<file path="config.mk">
export PLATFORM = sky130hd
export DESIGN_NAME = tff_count_ctrl
export DESIGN_NICKNAME = d
export VERILOG_FILES = /design/src/rtl/tff_count_ctrl_pkg.sv /design/src/rtl/tff_cell.sv /design/src/rtl/tff_count_ctrl.sv
export SDC_FILE = /design/constraint.sdc
export NUM_CORES = 1
export LEC_CHECK = 0
export BUFFER_PORTS_ARGS = -buffer_cell sky130_fd_sc_hd__buf_2
export CELL_PAD_IN_SITES_DETAIL_PLACEMENT = 2
export CELL_PAD_IN_SITES_GLOBAL_PLACEMENT = 2
export CORE_ASPECT_RATIO = 1.25
export CORE_UTILIZATION = 38
export CTS_CLUSTER_SIZE = 40
export DETAILED_ROUTE_END_ITERATION = 8
export PLACE_DENSITY = 0.92
export SYNTH_ARGS = -nofsm -noshare
export SYNTH_HDL_FRONTEND = slang
export SYNTH_SLANG_ARGS = --single-unit
</file>
<file path="constraint.sdc">
create_clock -name clk -period 6.85 [get_ports clk]
set_input_delay 0.685 -clock clk [delete_from_list [all_inputs] [get_ports clk]]
set_output_delay 0.685 -clock clk [all_outputs]
set_load 0.1 [all_outputs]
</file>
<file path="src/rtl/tff_count_ctrl_pkg.sv">
// ---------------------------------------------------------------------------
// tff_count_ctrl_pkg
// Shared definitions for the T flip-flop counter controller.
//   state_t       : controller state encoding (IDLE, RUN, PAUSE)
//   DEFAULT_WIDTH : default number of T flip-flop cells in the counter bank
// ---------------------------------------------------------------------------
package tff_count_ctrl_pkg;

  typedef enum logic [1:0] {
    IDLE  = 2'd0,
    RUN   = 2'd1,
    PAUSE = 2'd2
  } state_t;

  localparam int DEFAULT_WIDTH = 8;

endpackage

</file>
<file path="src/rtl/tff_cell.sv">
// ---------------------------------------------------------------------------
// tff_cell
// Single T flip-flop storage cell with an asynchronous active-low clear.
//   clk   : rising-edge clock
//   rst_n : asynchronous active-low clear (q -> 0)
//   T     : toggle enable, q inverts on the next rising edge when 1
//   q     : stored bit
// ---------------------------------------------------------------------------
module tff_cell (
  input  logic clk,
  input  logic rst_n,
  input  logic T,
  output logic q
);

  always_ff @(posedge clk or negedge rst_n) begin
    if (!rst_n) begin
      q <= 1'b0;
    end else if (T) begin
      q <= ~q;
    end
  end

endmodule

</file>
<file path="src/rtl/tff_count_ctrl.sv">
// ---------------------------------------------------------------------------
// tff_count_ctrl
// Start/stop controlled modulo-M up/down counter whose value lives only in a
// bank of WIDTH T flip-flop cells. The controller works out the desired next
// count and drives each cell with T = count XOR next.
//   clk      : clock, all state changes on the rising edge
//   rst_n    : asynchronous active-low reset
//   start    : begin counting (IDLE) or resume (PAUSE)
//   stop     : pause (RUN) or abort (PAUSE); wins over start
//   up       : direction, latched on start in IDLE (1 = up)
//   one_shot : latched on start in IDLE (1 = finish after one terminal count)
//   mod_val  : modulus, latched on start in IDLE (0 means 2**WIDTH)
//   count    : q outputs of the T flip-flop bank
//   busy     : state is not IDLE
//   wrap     : registered pulse on each continuous-mode wrap-around
//   done     : registered pulse when a one-shot run completes
// ---------------------------------------------------------------------------
module tff_count_ctrl
  import tff_count_ctrl_pkg::*;
#(
  parameter int WIDTH = DEFAULT_WIDTH
) (
  input  logic             clk,
  input  logic             rst_n,
  input  logic             start,
  input  logic             stop,
  input  logic             up,
  input  logic             one_shot,
  input  logic [WIDTH-1:0] mod_val,
  output logic [WIDTH-1:0] count,
  output logic             busy,
  output logic             wrap,
  output logic             done
);

  state_t           r_state;
  logic             r_up;
  logic             r_one_shot;
  logic [WIDTH-1:0] r_mod;
  logic             r_wrap;
  logic             r_done;

  state_t           w_state_next;
  logic [WIDTH-1:0] w_next;
  logic [WIDTH-1:0] w_t;
  logic             w_wrap_d;
  logic             w_done_d;
  logic             w_latch;
  logic [WIDTH-1:0] w_init;
  logic [WIDTH-1:0] w_term;
  logic             w_at_term;
  logic             w_go;

  // Modulus minus one also covers mod 0: it wraps to all-ones, i.e. 2**WIDTH-1.
  assign w_init    = r_up ? '0 : (r_mod - WIDTH'(1));
  assign w_term    = r_up ? (r_mod - WIDTH'(1)) : '0;
  assign w_at_term = (count == w_term);
  assign w_go      = start && !stop;

  // State register, configuration latch and registered pulses.
  always_ff @(posedge clk or negedge rst_n) begin
    if (!rst_n) begin
      r_state    <= IDLE;
      r_up       <= 1'b0;
      r_one_shot <= 1'b0;
      r_mod      <= '0;
      r_wrap     <= 1'b0;
      r_done     <= 1'b0;
    end else begin
      r_state <= w_state_next;
      r_wrap  <= w_wrap_d;
      r_done  <= w_done_d;
      if (w_latch) begin
        r_up       <= up;
        r_one_shot <= one_shot;
        r_mod      <= mod_val;
      end
    end
  end

  // Next-state logic; stop always beats start and beats terminal-count actions.
  always_comb begin
    w_state_next = r_state;
    unique case (r_state)
      IDLE: begin
        if (w_go) w_state_next = RUN;
      end
      RUN: begin
        if (stop) begin
          w_state_next = PAUSE;
        end else if (w_at_term && r_one_shot) begin
          w_state_next = IDLE;
        end
      end
      PAUSE: begin
        if (stop) begin
          w_state_next = IDLE;
        end else if (start) begin
          w_state_next = RUN;
        end
      end
      default: w_state_next = IDLE;
    endcase
  end

  // Output logic: next count value, configuration latch and pulse requests.
  // The load in IDLE uses the live inputs because they are latched on the same edge.
  always_comb begin
    w_next   = count;
    w_wrap_d = 1'b0;
    w_done_d = 1'b0;
    w_latch  = 1'b0;
    unique case (r_state)
      IDLE: begin
        if (w_go) begin
          w_latch = 1'b1;
          w_next  = up ? '0 : (mod_val - WIDTH'(1));
        end
      end
      RUN: begin
        if (stop) begin
          w_next = count;
        end else if (w_at_term) begin
          if (r_one_shot) begin
            w_done_d = 1'b1;
          end else begin
            w_next   = w_init;
            w_wrap_d = 1'b1;
          end
        end else begin
          w_next = r_up ? (count + WIDTH'(1)) : (count - WIDTH'(1));
        end
      end
      PAUSE: begin
        if (stop) w_next = '0;
      end
      default: w_next = '0;
    endcase
  end

  // Each cell toggles exactly where the current and next values differ.
  assign w_t = count ^ w_next;

  for (genvar i = 0; i < WIDTH; i++) begin : g_cells
    tff_cell u_cell (
      .clk   (clk),
      .rst_n (rst_n),
      .T     (w_t[i]),
      .q     (count[i])
    );
  end

  assign busy = (r_state != IDLE);
  assign wrap = r_wrap;
  assign done = r_done;

endmodule

</file>
==> impl_metrics.yaml <==
cells_and_area:
  final_cell_mix: "buf_2, dfrtp_1, nand2_1, a21oi_1"
  layout-drive-gt1-share: 0.2047
  n_fill_cell: 537
  area_growth_pct: 6.685
  layout_commonest_cell: "buf_2"
  nets: 240
  diodes: 0
  final_cell_area_mm2: 0.001977
worst_setup_path:
  cp.arrival_ns: 3.13
  critPathKind: "reg2reg"
  crit_fanout: 24
  critPathBufInv: 1
  crit_slowest_cell: "dfrtp_1"
  cp-start-kind: "flop"
  cpLargestDelayFamily: "flip-flops"
  slowest_delay_ns: 0.86
  crit_path_cell_trace: "inv_1 > ha_1 > nand3_1 > o211ai_1 > nor4_1 > nor3_1 > xnor2_1 > mux2i_1 > a221o_1"
  worst-r2r-setup-slack_ns: 3.88
  cp.required_ns: 7.01
  endpoint_kind: "flop"
cts:
  cts_buffer_depth: 2
  htreeDepth: 1
  root_buffer: "clkbuf_8"
  clk_latency_ns: 0.27
  cts_setup_buffers: 0
  tritoncts: "built"
  clk_pin_slew_ns: 0.09
  clock_sinks: 22
  cts_buffers: 3
  ctsHoldBuffers: 0
  post_cts_resized: 0
drt:
  wirelength_um: 5582
  viasPerCell: 5.891
  wl_per_cell_um: 20.30
  final_antenna_net_count: 0
  drc: 1
  dr.pass1.iters: 6
  drt_iter0_markers: 38
  vias: 1620
synth:
  synth_edf_count: 0
  synth_area_mm2: 0.001853
  yosys_warnings: 0
  ys.flop_type: "dfrtp_1"
  postSynthCellCount: 206
  yosysUniqueCellTypes: 48
  synthArstFlopShare: 1.000
  yosysSeqAreaShare: 0.2971
  postSynthNetCount: 229
  yosys_register_bits: 22
  syn_area_per_cell_um2: 8.995
min_path:
  hold_path_class: "in2async"
timing:
  setup_viol: 0
  finalCritPeriodShare: 0.4343
  setup_tns_ns: 0
  worst_pin_slew_ns: 0.7781
  rsz0062_at_grt: "no"
  min_period_ns: 2.975
  max_freq_mhz: 336.2
  maxSlewHeadroom: 0.4813
  slew_violations: 0
  worst_clock_skew_ns: 0.007225
  finalHoldViolations: 0
floorplanning:
  start_util: 0.3947
  coreArea_mm2: 0.004695
  die_x_um: 64.46
  die_area_mm2: 0.005162
  rows: 28
  boundaryPins: 25
  die_y_um: 80.08
placed_design:
  place_area_mm2: 0.001936
  io_buffer_count: 24
  dpl.hpwl_um: 4219
  globalplace.congestion: 0.8037
global_route:
  grt_start_max_net_pins: 25
  gr-usage-all-layers: 0.2333
  grt_first_pass_wirelength_um: 9108
  grt_pass1_vias: 1679
  antenna_found_initial: 0
  overflow: 0
pwr:
  powerDensity_mw_per_mm2: 467.4
  vdd_ir_drop_max_v: 0.0001222
  p_leak_nw: 0.8577
  design_power_total_uw: 924.0
status:
  violations: "DRC"
  status: "complete, but fails checks"
run:
  maxCapViolations: 0
==> area by class of cell <==
cell class / count / area, µm² / area share
flip-flops and latches: 22 / 550.5 / 0.2785
clock buffers: 3 / 41.29 / 0.02089
repair buffers: 25 / 127.6 / 0.06456
multi-input cells: 154 / 1141 / 0.5772
well taps: 60 / 75.07 / 0.03797
inverters: 11 / 41.29 / 0.02089
==> registers in the layout, summed over array words and instances, names as in the netlist <==
signal / cells
done: 1
g_cells.u_cell.q: 8
r_mod: 8
r_one_shot: 1
r_state: 2
r_up: 1
wrap: 1
==> Yosys cell counts (all sizes together) (3+ instances only) <==
| cell | number | area share |
|---|---|---|
| nor2 | 11 | 0.022 |
| buf | 10 | 0.049 |
| mux2i | 8 | 0.043 |
| nor3b | 3 | 0.018 |
| inv | 11 | 0.022 |
| nand3 | 5 | 0.014 |
| o21ai | 4 | 0.011 |
| and3 | 3 | 0.010 |
| mux2 | 8 | 0.049 |
| a221o | 4 | 0.022 |
| a21oi | 15 | 0.041 |
| ha | 8 | 0.054 |
| a21o | 3 | 0.012 |
| clkbuf | 9 | 0.019 |
| nor3 | 8 | 0.024 |
| nor4 | 4 | 0.014 |
| a22oi | 3 | 0.012 |
| o31ai | 3 | 0.012 |
| nand2 | 15 | 0.030 |
| nand2b | 4 | 0.014 |
| dfrtp | 22 | 0.30 |
| xnor2 | 10 | 0.047 |
| xor2 | 9 | 0.043 |
| or3 | 3 | 0.013 |
==> worst paths after layout <==
path | to | startpoint | depth (start not counted)
min reg2reg | r_mod[4]$_DFFE_PN0P_ | r_mod[4]$_DFFE_PN0P_ | 1
max reg2reg | g_cells[7].u_cell.q$_DFFE_PN0P_ | r_up$_DFFE_PN0P_ | 9
max in group asynchronous | wrap$_DFF_PN0_ | rst_n | 1
max | g_cells[7].u_cell.q$_DFFE_PN0P_ | r_up$_DFFE_PN0P_ | 9
min | g_cells[5].u_cell.q$_DFFE_PN0P_ | rst_n | 1
min in group clk | r_mod[4]$_DFFE_PN0P_ | r_mod[4]$_DFFE_PN0P_ | 1
==> routing by layer <==
layer / wire [µm] / up-vias / GRT usage
li1: - / 758 / -
met2: 2827 / 39 / 0.3884
met5: 0 / - / 0
met3: 127 / 8 / 0.01847
met1: 2483 / 815 / 0.3115
met4: 144 / 0 / 0.08889
==> cells by family after synthesis <==
family	after synthesis	share of synthesized area
AO/OA/AOI/OAI	47	0.1756
XOR/XNOR	19	0.08980
adder cells (fa/ha/maj)	9	0.06482
buffers and inverters	30	0.09048
flip-flops	22	0.2971
multiplexers	16	0.09183
AND/OR/NAND/NOR	63	0.1904
==> metrics by stage <==
| step | hold slack, ns | std cells | setup WS (ns) | util |
|---|---|---|---|---|
| floorplan | 0.3894 | 206 | 4.145 | - |
| global placement | 0.5690 | 272 | 4.079 | 0.4123 |
| detailed placement | 0.5869 | 272 | 3.837 | 0.4123 |
| CTS | 0.4114 | 275 | 3.847 | 0.4211 |
| global route | 0.4106 | 275 | 3.606 | 0.4211 |
| finish | 0.3790 | 275 | 3.875 | 0.4211 |
==> where the power goes <==
part / internal [mW] / total [mW] / switching [mW]
Sequential: 0.165 / 0.254 / 0.0887
Combinational: 0.204 / 0.585 / 0.381
Clock: 0.0394 / 0.0853 / 0.0460
Total: 0.408 / 0.924 / 0.516
Note: power is estimated with default switching activity, not from simulation.
